[config.mk]
export PLATFORM = sky130hd
export DESIGN_NAME = serial_adder_flat
export DESIGN_NICKNAME = d
export VERILOG_FILES = /design/src/rtl/serial_adder_pkg.sv /design/src/rtl/serial_adder_if.sv /design/src/rtl/F_A.sv /design/src/rtl/serial_adder.sv /design/src/flat_wrapper.sv
export SDC_FILE = /design/constraint.sdc
export NUM_CORES = 1
export LEC_CHECK = 0
export CAP_MARGIN = 15
export CORE_ASPECT_RATIO = 0.9
export CORE_MARGIN = 5
export CORE_UTILIZATION = 30
export DETAILED_ROUTE_END_ITERATION = 10
export GPL_TIMING_DRIVEN = 0
export PLACE_DENSITY = 0.54
export SLEW_MARGIN = 40
export SYNTH_ARGS = -nofsm -noshare
export SYNTH_HDL_FRONTEND = slang
export SYNTH_SLANG_ARGS = --single-unit
[constraint.sdc]
create_clock -name clk -period 2.05 [get_ports clk]
set_input_delay 0.41 -clock clk [delete_from_list [all_inputs] [get_ports clk]]
set_output_delay 0.41 -clock clk [all_outputs]
set_load 0.005 [all_outputs]
[src/rtl/serial_adder_pkg.sv]
// Shared types and helpers for the bit-serial adder: FSM state encoding and
// the counter-width helper.
package serial_adder_pkg;

  typedef enum logic [1:0] {
    StIdle = 2'd0,
    StRun  = 2'd1,
    StDone = 2'd2
  } state_e;

  // Bit-position counter width; never narrower than one bit so WIDTH=1 still builds.
  function automatic int unsigned cnt_width(input int unsigned w);
    return (w <= 1) ? 1 : $clog2(w);
  endfunction

endpackage

[src/rtl/serial_adder_if.sv]
// Request/result bundle between a requester and serial_adder.
interface serial_adder_if #(
  parameter int unsigned WIDTH = 8
) ();

  logic             start;
  logic [WIDTH-1:0] a;
  logic [WIDTH-1:0] b;
  logic             c_in;
  logic             ready;
  logic             busy;
  logic             done;
  logic [WIDTH-1:0] sum;
  logic             c_out;

  modport master (
    output start, a, b, c_in,
    input  ready, busy, done, sum, c_out
  );

  modport slave (
    input  start, a, b, c_in,
    output ready, busy, done, sum, c_out
  );

endinterface

[src/rtl/F_A.sv]
// One-bit full-adder cell; purely combinational.
module F_A (
  input  logic A,
  input  logic B,
  input  logic c_in,
  output logic sum,
  output logic c_out
);

  assign sum   = A ^ B ^ c_in;
  assign c_out = (A & B) | (c_in & (A ^ B));

endmodule

[src/rtl/serial_adder.sv]
// Bit-serial ripple adder: drives one full-adder cell per clock, LSB first,
// carrying between cycles in a register. Result and carry-out are held until the next completion.
module serial_adder
  import serial_adder_pkg::*;
#(
  parameter int unsigned WIDTH = 8
) (
  input logic          clk,
  input logic          rst_n,
  serial_adder_if.slave bus
);

  localparam int unsigned     CntW    = cnt_width(WIDTH);
  localparam logic [CntW-1:0] CntLast = CntW'(WIDTH - 1);

  state_e            state_q;
  logic [WIDTH-1:0]  a_sr_q;
  logic [WIDTH-1:0]  b_sr_q;
  logic [WIDTH-1:0]  sum_sr_q;
  logic [WIDTH-1:0]  sum_sr_d;
  logic              carry_q;
  logic [CntW-1:0]   cnt_q;
  logic [WIDTH-1:0]  sum_q;
  logic              c_out_q;
  logic              ready_q;
  logic              busy_q;
  logic              done_q;
  logic              fa_s;
  logic              fa_c;

  F_A u_fa (
    .A    (a_sr_q[0]),
    .B    (b_sr_q[0]),
    .c_in (carry_q),
    .sum  (fa_s),
    .c_out(fa_c)
  );

  // The new sum bit enters at the MSB so after WIDTH shifts bit 0 sits at the LSB.
  if (WIDTH == 1) begin : g_sum_one
    assign sum_sr_d = fa_s;
  end else begin : g_sum_wide
    assign sum_sr_d = {fa_s, sum_sr_q[WIDTH-1:1]};
  end

  always_ff @(posedge clk or negedge rst_n) begin
    if (!rst_n) begin
      state_q  <= StIdle;
      a_sr_q   <= '0;
      b_sr_q   <= '0;
      sum_sr_q <= '0;
      carry_q  <= 1'b0;
      cnt_q    <= '0;
      sum_q    <= '0;
      c_out_q  <= 1'b0;
      ready_q  <= 1'b1;
      busy_q   <= 1'b0;
      done_q   <= 1'b0;
    end else begin
      done_q <= 1'b0;
      unique case (state_q)
        StIdle, StDone: begin
          if (bus.start) begin
            a_sr_q   <= bus.a;
            b_sr_q   <= bus.b;
            sum_sr_q <= '0;
            carry_q  <= bus.c_in;
            cnt_q    <= '0;
            state_q  <= StRun;
            ready_q  <= 1'b0;
            busy_q   <= 1'b1;
          end else begin
            state_q <= StIdle;
          end
        end
        StRun: begin
          a_sr_q   <= a_sr_q >> 1;
          b_sr_q   <= b_sr_q >> 1;
          sum_sr_q <= sum_sr_d;
          carry_q  <= fa_c;
          cnt_q    <= cnt_q + 1'b1;
          if (cnt_q == CntLast) begin
            state_q <= StDone;
            sum_q   <= sum_sr_d;
            c_out_q <= fa_c;
            done_q  <= 1'b1;
            ready_q <= 1'b1;
            busy_q  <= 1'b0;
          end
        end
        default: begin
          state_q <= StIdle;
          ready_q <= 1'b1;
          busy_q  <= 1'b0;
        end
      endcase
    end
  end

  assign bus.ready = ready_q;
  assign bus.busy  = busy_q;
  assign bus.done  = done_q;
  assign bus.sum   = sum_q;
  assign bus.c_out = c_out_q;

endmodule

[src/flat_wrapper.sv]
// flat-port wrapper written by rule: the top's interface ports become plain ports
module serial_adder_flat import serial_adder_pkg::*;
#(
  parameter int unsigned WIDTH = 8
)
  (clk, rst_n, bus_start, bus_a, bus_b, bus_c_in, bus_ready, bus_busy, bus_done, bus_sum, bus_c_out);
  serial_adder_if #(.WIDTH(WIDTH)) bus_i ();
  input logic clk;
  input logic rst_n;
  input wire logic [$bits(bus_i.start)-1:0] bus_start;
  input wire logic [$bits(bus_i.a)-1:0] bus_a;
  input wire logic [$bits(bus_i.b)-1:0] bus_b;
  input wire logic [$bits(bus_i.c_in)-1:0] bus_c_in;
  output wire logic [$bits(bus_i.ready)-1:0] bus_ready;
  output wire logic [$bits(bus_i.busy)-1:0] bus_busy;
  output wire logic [$bits(bus_i.done)-1:0] bus_done;
  output wire logic [$bits(bus_i.sum)-1:0] bus_sum;
  output wire logic [$bits(bus_i.c_out)-1:0] bus_c_out;
  assign bus_i.start = bus_start;
  assign bus_i.a = bus_a;
  assign bus_i.b = bus_b;
  assign bus_i.c_in = bus_c_in;
  assign bus_ready = bus_i.ready;
  assign bus_busy = bus_i.busy;
  assign bus_done = bus_i.done;
  assign bus_sum = bus_i.sum;
  assign bus_c_out = bus_i.c_out;
  serial_adder #(.WIDTH(WIDTH)) u_core (.clk(clk), .rst_n(rst_n), .bus(bus_i));
endmodule
Yosys cells after proc, flatten, opt, wreduce, memory -nomap -nowiden
Index checks and enable logic that the tools add are counted. W data, S select, Z words.

Flip-flop bits (word level): 42. Word-level logic and storage cells: 49. Bits of input ports: 20.

Reduce and logical (&&, ||, !) cells: 6. Equal/unequal tests: 5. Muxes and demuxes: 21. Add/sub/neg operators: 1. Bitwise operators: 5.

Operator list (number): $pmux W8 S2 (3); $mux W8 (3); $mux W1 (8); $pmux W1 S2 (3); $pmux W3 S2 (1); $reduce_and A2 Y1 (3); $pmux W2 S2 (1); $add A3 B1 Y3 const B (1); $eq A3 B3 Y1 const B (1); $mux W3 (1); $and A1 B1 Y1 (2); $eq A2 B1 Y1 const B (1); $eq A2 B2 Y1 const B (1); $logic_not A2 Y1 (1); $mux W2 (1); $ne A2 B1 Y1 const B (1); $ne A2 B2 Y1 const B (1); $reduce_bool A2 Y1 (1); $reduce_or A2 Y1 (1); $xor A1 B1 Y1 (2); $or A1 B1 Y1 (1).

Depth between registers and ports, before layout
Word-level depth: 4. Mapped depth: 5. Mapped depth without buffers: 5.

Cells and area by module
A second synthesis with hierarchy kept.

Cell total of the unflattened synthesis: 164. Area total of the unflattened synthesis: 1989.4 um^2.

By module, submodules not included: serial_adder (cells each 163, instances 1, area each 1969.4 um^2); F_A (cells each 1, instances 1, area each 20.0 um^2).

Worst setup path before layout
Ideal clock, no wire load.

Kind: flip-flop to flip-flop. From: reg u_core.cnt_q[0]. To: reg u_core.c_out_q (netlist: u_core.bus.c_out). Data arrival time: 1231 ps. Clock period less this slack: 1356 ps. Cell stages (with the launch flop): 5. Path slack: 694 ps. Path through: dfrtp_1 ha_1 ha_1 nand2_4 mux2_2.

Word-level cells in the longest chain between the ends: 2.

Ends and longest elaborated chain: from (decl) (RTL line serial_adder.sv:22) `logic [CntW-1:0] cnt_q;`; from (signal assigned) (RTL line serial_adder.sv:81) `cnt_q <= cnt_q + 1'b1;`; $eq A3 B3 Y1 (RTL line serial_adder.sv:82) `if (cnt_q == CntLast) begin`; $reduce_and A2 Y1 (no line); to (signal assigned) (RTL line serial_adder.sv:55) `c_out_q <= 1'b0;`; to (signal assigned) (RTL line serial_adder.sv:85) `c_out_q <= fa_c;`; to (decl) (RTL line serial_adder.sv:24) `logic c_out_q;`.

Every way passes these cells. A chain may end at the register's enable or synchronous reset.

Worst setup path after layout
From: reg u_core.ready_q (netlist: u_core.bus.ready). To: out bus_ready.

RTL lines: from (decl) (RTL line serial_adder.sv:25) `logic ready_q;`; from (signal assigned) (RTL line serial_adder.sv:56) `ready_q <= 1'b1;`; from (signal assigned) (RTL line serial_adder.sv:70) `ready_q <= 1'b0;`; from (signal assigned) (RTL line serial_adder.sv:87) `ready_q <= 1'b1;`; to (decl) (RTL line flat_wrapper.sv:14) `output wire logic [$bits(bus_i.ready)-1:0] bus_ready;`.

No word-level cell between the ends.

==> out/qor.csv <==
metric;value;unit
library cell occupying the most area in the post-synthesis netlist;dfrtp_1;
sum of internal, switching and leakage power;3.51;mW
endpoint kind of the worst setup timing path;output port;
first-pass GRT wire length;6.20;mm
die area;7630;sq um
total DRC errors in the routed layout;0;
Least-Margin Pin Slew;524;ps
die boundary height;83.4;um
net count after synthesis;169;
type of the tightest min-delay check;in2async;
Synth Area per Inst;12.3;sq um
total of fill cells in the finished design;551;
count of nets left with antenna violations after detail routing;0;
maximum frequency from static timing analysis;571;MHz
fraction of synthesis flops using an asynchronous set or reset pin;100;%
clock tree buffer depth;2;
share of Yosys cell area claimed by the top area cell type;55.8;%
leak pwr;1.06;nW
total CTS buffers;5;
highest-count cells in the layout ignoring fill and taps;40 x dfrtp_1, 30 x clkdlybuf4s50_1, 14 x inv_1;
largest fanout on the critical path;3;
startpoint type of the worst setup path;flop;
clock transition time at the flip-flop clock pins of the worst setup and hold paths;80;ps
Finish-stage setup viols;0;
share of synthesized area occupied by flip-flops and latches;57.3;%
register cell area after layout;1030;sq um
vias per cell;4.80;
final cell count without fillers;255;
setup repair after global routing missed its margin;no;
CTS tree;built;
multi-input logic area;653;sq um
maximum vdd ir drop;0.000548;V
diode insertion count for antenna repair;0;
area growth from synthesis to final layout;29.5;%
cell family with the largest share of critical-path delay;flip-flops;
PostCTS Resize Cnt;0;
half-perimeter wire length after placement;2.57;mm
routed wire length;3.67;mm
Max stage delay on crit path;550;ps
most common cell after layout, fill and taps aside;dfrtp_1;
# nets final;207;
largest cells by area after synthesis;dfrtp_1 56%, mux2_2 7.5%, a21oi_2 4.9%;
H-Tree Level Count;2;
number of synthesized register bits;41;
Worst Reg2Reg Path Length in Cells;4;
Yosys warning total;0;
TritonRoute pass-1 iters;4;
gpl congestion;0.746;
Reg-to-Reg End;u_core.bus.sum[2];
Sum Neg Setup Slack;0;ps
post-layout min period;1750;ps
routed wirelength normalized by instance count;14.4;um
number of vias in the routed layout;1224;
headroom to the max-slew limit;65.1;%
count of different cell masters after synthesis;27;
Crit path arrival time;1340;ps
GR Util All Layers;10.1;%
number of rows created at floorplan;26;
antenna violations before repair;0;
Top FF cell, synth;dfrtp_1;
placed instance count;247;
root cell of the clock tree;clkbuf_8;
Hold Vio Cnt, Final;0;
Clock Skew;5.69;ps
remaining global-route overflow;0;
count of buffer and inverter cells on the critical path;1;
power per standard cell area;1510;nW/um^2
sequence of cells on the critical path;clkdlybuf4s50_1;
# IOs;32;
Clk Latency, worst-skew pair;300;ps
largest net degree at the start of global routing;42;
class of the most critical setup path;reg2out;
ratio of cells with drive above 1 in the final layout;22.2;%
vias in the first global route;1282;
synthesized netlist cell count;146;
die extent in x;91.5;um
setup slack, reg-to-reg;560;ps
run status;finished clean;
initial core utilization;31.2;%
share of the cycle needed by the critical path after routing;85.5;%
count of buffers added by post-CTS timing repair for setup;0;
count of hold buffers inserted by post-cts repair;0;
critical-path cell with the highest stage delay;dfstp_2;
cell area after synthesis;1790;sq um
initial detailed-routing violation count;44;
Max Cap Violations;0;
count of pins over their slew limit;0;
Sinks on Clock Net;41;
endpoint required time on the critical path;1640;ps
PortBufs;31;
Post-synth EDFFs;0;
startpoint of the worst register-to-register path;u_core.cnt_q[0];
Core Footprint;5760;sq um
## per-stage QoR
step                      hold WS [ps]  util (%)  worst slack [ps]  instance area [sq um]
after floorplan                    114         -               694                   1790
after global placement             468      38.1              -469                   2190
after detailed placement           428      38.0               112                   2190
after CTS                         97.2      40.4               276                   2320
after global routing               135      40.4               276                   2320
final                             89.9      40.4               298                   2320
## area by class of cell
class                      count  area share, %
inverter                      15           2.42
buffer                         9           2.48
sequential                    41           44.2
clock buffer                   5           2.96
multi-input combinational     81           28.1
tap                           70           3.77
timing repair buffer          31           13.2
clock inverter                 3           2.80
## power breakdown
group	internal (mW)	switching [mW]
logic	0.732	0.608
clock network	0.484	0.290
registers	1.17	0.222
## layer usage
layer / GRT usage (%) / vias up / share of wire [%]
met5: 0 / - / 0
met3: 3.44 / 3 / 4.7
li1: - / 596 / -
met1: 13.6 / 600 / 49
met2: 15.1 / 25 / 46
met4: 3.84 / 0 / 0.93
## registers in the layout (all words and copies together), names as in the netlist
signal	cells
u_core.a_sr_q	8
u_core.b_sr_q	8
u_core.bus.sum	8
u_core.sum_sr_q	7
u_core.cnt_q	3
u_core.state_q	2
u_core.bus.busy	1
u_core.bus.c_out	1
u_core.bus.done	1
u_core.bus.ready	1
u_core.carry_q	1
## kinds of logic after synthesis
group,Yosys count,share of synthesized area [%]
flip-flops,41,57.3
buffers and inverters,24,6.35
multiplexers,18,10.9
AND/OR/NAND/NOR,15,4.60
AO/OA/AOI/OAI,45,18.3
adder cells (fa/ha/maj),3,2.51
## worst max-delay path by stage
stage | slack (ps) | endpoint | cells past startpoint | start
detailed placement | 110 | u_core.b_sr_q[5] | 6 | bus_start
global placement | -470 | u_core.b_sr_q[5] | 1 | rst_n
floorplan | 690 | u_core.bus.c_out | 4 | u_core.cnt_q[0]
CTS | 280 | bus_ready | 1 | u_core.bus.ready
finish | 300 | bus_ready | 1 | u_core.bus.ready
global route | 280 | bus_ready | 1 | u_core.bus.ready
## synth_stat cells, drive strengths merged, types with 2 or more instances
| library cell | number |
|---|---|
| a21oi | 15 |
| nor2 | 3 |
| buf | 7 |
| dfrtp | 40 |
| mux2i | 5 |
| a22o | 10 |
| clkbuf | 2 |
| inv | 15 |
| a211oi | 4 |
| o22ai | 11 |
| nor2b | 5 |
| ha | 2 |
| nand2b | 2 |
| mux2 | 13 |
| o21ai | 3 |
| nand2 | 4 |
(Power assumes the default switching activity.)
==> edit 1, RTL diff (same flow settings) <==
`WIDTH` is set to 8 in 3 places; all go to 12.
--- a/src/rtl/serial_adder_if.sv
+++ b/src/rtl/serial_adder_if.sv
@@ -1,6 +1,6 @@
 // Request/result bundle between a requester and serial_adder.
 interface serial_adder_if #(
-  parameter int unsigned WIDTH = 8
+  parameter int unsigned WIDTH = 12
 ) ();
 
   logic             start;
--- a/src/rtl/serial_adder.sv
+++ b/src/rtl/serial_adder.sv
@@ -3,7 +3,7 @@
 module serial_adder
   import serial_adder_pkg::*;
 #(
-  parameter int unsigned WIDTH = 8
+  parameter int unsigned WIDTH = 12
 ) (
   input logic          clk,
   input logic          rst_n,
--- a/src/flat_wrapper.sv
+++ b/src/flat_wrapper.sv
@@ -1,7 +1,7 @@
 // flat-port wrapper written by rule: the top's interface ports become plain ports
 module serial_adder_flat import serial_adder_pkg::*;
 #(
-  parameter int unsigned WIDTH = 8
+  parameter int unsigned WIDTH = 12
 )
   (clk, rst_n, bus_start, bus_a, bus_b, bus_c_in, bus_ready, bus_busy, bus_done, bus_sum, bus_c_out);
   serial_adder_if #(.WIDTH(WIDTH)) bus_i ();
Interface: changed (resized bus_a, bus_b and bus_sum); port bits go from 32 to 44. No check against the original RTL was run, so the function may have changed too.
==> edit 1 against the unedited design <==
- power up 39%
- critical endpoint unchanged
- via count up 26%
- first-iteration DRC count up 9.1%
- global-route usage up 0.42 points
- setup slack worse by 0.019 ns
- cell area up 39%
- clock power up 64%
- synthesized area up 34%
- combinational power up 25%
- sequential power up 40%
- wire length up 33%
- sequential share of layout area up 0.75 points
- sequential cell count up 17
- critical path depth unchanged
==> edit 1: results <==
export IMPL_run_status="finished, final reports clean"
export IMPL_final_nets=255
export IMPL_synth_xor_area_share=0.00364
export IMPL_r2r_setup_slack_ns=0.32
export IMPL_wire_per_inst_um=14.9
export IMPL_synth_area_leaders="dfrtp_1 59%, a22o_1 13%, a21o_1 7.2%, mux2_4 5.6%, mux2_2 1.9%"
export IMPL_layout_drive_gt1_share=0.213
export IMPL_clock_skew_ns=0.00664
export IMPL_reg2reg_depth=6
export IMPL_p_comb_frac=0.342
export IMPL_internal_power_uw=3460
export IMPL_first_iter_violations=48
export IMPL_synth_fa_ha_area_frac=0.0135
export IMPL_clk_path_buf_depth=2
export IMPL_arrival_ns=1.36
export IMPL_path_max_fanout=3
export IMPL_grt_pass1_wl_um=8230
export IMPL_hold_path_class="flop to flop"
export IMPL_gp_congestion=0.694
export IMPL_p_leak_uw=0.00159
export IMPL_cts_htree_levels=3
export IMPL_synthMuxAreaShare=0.0790
export IMPL_grt_pass1_vias=1686
export IMPL_root_buffer="clkbuf_8"
export IMPL_num_vias=1548
export IMPL_synthDistinctLibCells=29
export IMPL_synth_nets=199
export IMPL_clkTransAtPathRegs_ns=0.07
export IMPL_synth_compound_area_share=0.219
export IMPL_worst_pin_slew_ns=0.353
export IMPL_ys_seq_area_frac=0.603
export IMPL_ys_top_cells_by_count="57 x dfrtp_1, 37 x a22o_1, 23 x a21o_1"
export IMPL_clk_latency_ns=0.33
export IMPL_track_usage=0.106
export IMPL_port_buffers=43
export IMPL_reg2reg_to="u_core.bus.sum[3]"
export IMPL_post_dp_cell_area_sq_um=2980
export IMPL_grt_max_degree=33
export IMPL_post_dp_hpwl_um=3380
-- edit 1: power groups by stage --
stage	registers [uW]	logic, uW	clock network, uW
detailed placement	1970	1710	0
global route	2000	1870	1370
finish	1950	1670	1270
global placement	1960	1660	0
CTS	1950	1720	1320
floorplan	1900	1160	0
-- edit 1: area by class of cell --
class	instances	area [sq um]	share of cell area
inverter	3	11.3	0.00349
multi-input combinational	95	846	0.262
tap	99	124	0.0383
sequential	58	1450	0.450
clock inverter	7	118	0.0364
buffer	13	97.6	0.0302
timing repair buffer	45	458	0.142
clock buffer	9	124	0.0383
-- edit 1: timing repair --
item / 4_1_cts / 5_1_grt
hold endpoints to repair: 25 / 0
hold buffers: 1 / 0
setup buffers: 0 / 0
-- edit 1: kinds of logic after synthesis --
family / Yosys count
multiplexers: 14
AO/OA/AOI/OAI: 65
AND/OR/NAND/NOR: 13
XOR/XNOR: 1
buffers and inverters: 16
flip-flops: 58
adder cells (fa/ha/maj): 2
-- edit 1: layer usage --
metal,GRT usage,wire length (um),vias to the layer above
met3,0.0506,279,4
met4,0.0324,42,0
met1,0.137,2390,760
li1,-,-,746
met2,0.157,2170,38
met5,0,0,-
-- edit 1: worst min path at each step --
stage	startpoint	to	slack, ns	cells after the start
floorplan	rst_n	u_core.a_sr_q[0]	0.11	0
global placement	u_core.b_sr_q[5]	u_core.b_sr_q[5]	0.46	1
detailed placement	rst_n	u_core.bus.busy	0.35	1
CTS	u_core.cnt_q[3]	u_core.cnt_q[3]	0.48	1
global route	u_core.a_sr_q[3]	u_core.a_sr_q[3]	0.50	1
finish	u_core.cnt_q[3]	u_core.cnt_q[3]	0.47	1
-- edit 1: stage by stage --
step,worst slack [ns],instances
after global placement,-1.37,311
after CTS,0.245,329
after detailed placement,0.0151,312
after global routing,0.213,329
final,0.279,329
after floorplan,0.421,169
==> edit 2, RTL diff (config.mk and constraints unchanged) <==
Without the edit above. The 3 states of `state_e` get a one-hot encoding in 3 bits.
--- a/src/rtl/serial_adder_pkg.sv
+++ b/src/rtl/serial_adder_pkg.sv
@@ -2,10 +2,10 @@
 // the counter-width helper.
 package serial_adder_pkg;
 
-  typedef enum logic [1:0] {
-    StIdle = 2'd0,
-    StRun  = 2'd1,
-    StDone = 2'd2
+  typedef enum logic [2:0] {
+    StIdle = 3'b001,
+    StRun  = 3'b010,
+    StDone = 3'b100
   } state_e;
 
   // Bit-position counter width; never narrower than one bit so WIDTH=1 still builds.
Formal check against the unedited RTL: same outputs for any inputs over 10 cycles, from zero or initial values and one cycle with rst_n low; not proved beyond that.
==> edit 2 against the unedited design <==
- cell area grew 3.4%
- worst hold slack got worse by 0.027 ns
- via count rose by 16%
- sequential share of layout area decreased by 0.38 points
- setup slack improved by 0.0042 ns
- sequential cell count increased by 1
- power decreased by 20%
- synthesized area rose by 5.0%
- wire length rose by 14%
- largest power group unchanged
- highest routed layer unchanged
==> edit 2: results <==
export IMPL_synthMuxAreaShare=0.0538
export IMPL_use_met3=0.0363
export IMPL_layout_drive_gt1_share=0.109
export IMPL_gr_usage_met2=0.167
export IMPL_dp_cells=300
export IMPL_ys_seq_area_frac=0.559
export IMPL_run_status="finished, final reports clean"
export IMPL_first_iter_violations=72
export IMPL_max_freq_mhz=572
export IMPL_m1WireLength_um=2050
export IMPL_finalNonFillerCells=308
export IMPL_total_power_uw=2810
export IMPL_wl_um=4170
export IMPL_wl_met3_um=177
export IMPL_firstDrtPassIters=5
export IMPL_netlist_instances=181
export IMPL_internal_power_uw=1790
export IMPL_synth_nets=204
export IMPL_clock_skew_ns=0.00438
export IMPL_post_dp_hpwl_um=2930
export IMPL_ir_drop_mv=0.349
export IMPL_synthDistinctLibCells=26
export IMPL_post_place_ws_ns=-0.126
export IMPL_p_leak_uw=0.000996
export IMPL_synth_area_leaders="dfrtp_1 53%, nand3_1 8.5%, nand2_1 7.0%, o211ai_1 6.4%, mux2_1 5.4%"
export IMPL_p_comb_frac=0.363
export IMPL_ys_top_cells_by_count="40 x dfrtp_1, 35 x nand2_1, 32 x nand3_1"
export IMPL_final_nets=243
export IMPL_synth_xor_area_share=0.0133
-- edit 2: cell type report --
| type | count | area [sq um] |
|---|---|---|
| well taps | 87 | 109 |
| multi-input cells | 125 | 748 |
| flip-flops and latches | 42 | 1050 |
| plain buffers | 14 | 82.6 |
| fillers | 633 | 3710 |
| clock inverters | 2 | 10.0 |
| repair buffers | 32 | 328 |
| clock buffers | 6 | 72.6 |
-- edit 2: path summary, 6_finish.rpt --
check                                   from                  to  slack, ns  cells after the start
setup / recovery            u_core.bus.ready           bus_ready       0.30                      1
hold / removal                         rst_n  u_core.sum_sr_q[4]       0.06                      2
setup reg to reg           u_core.state_q[2]   u_core.bus.sum[2]       0.35                      4
hold reg to reg             u_core.b_sr_q[2]    u_core.b_sr_q[1]       0.48                      2
max in group asynchronous              rst_n   u_core.state_q[0]       1.73                      2
min in group clk            u_core.b_sr_q[2]    u_core.b_sr_q[1]       0.48                      2
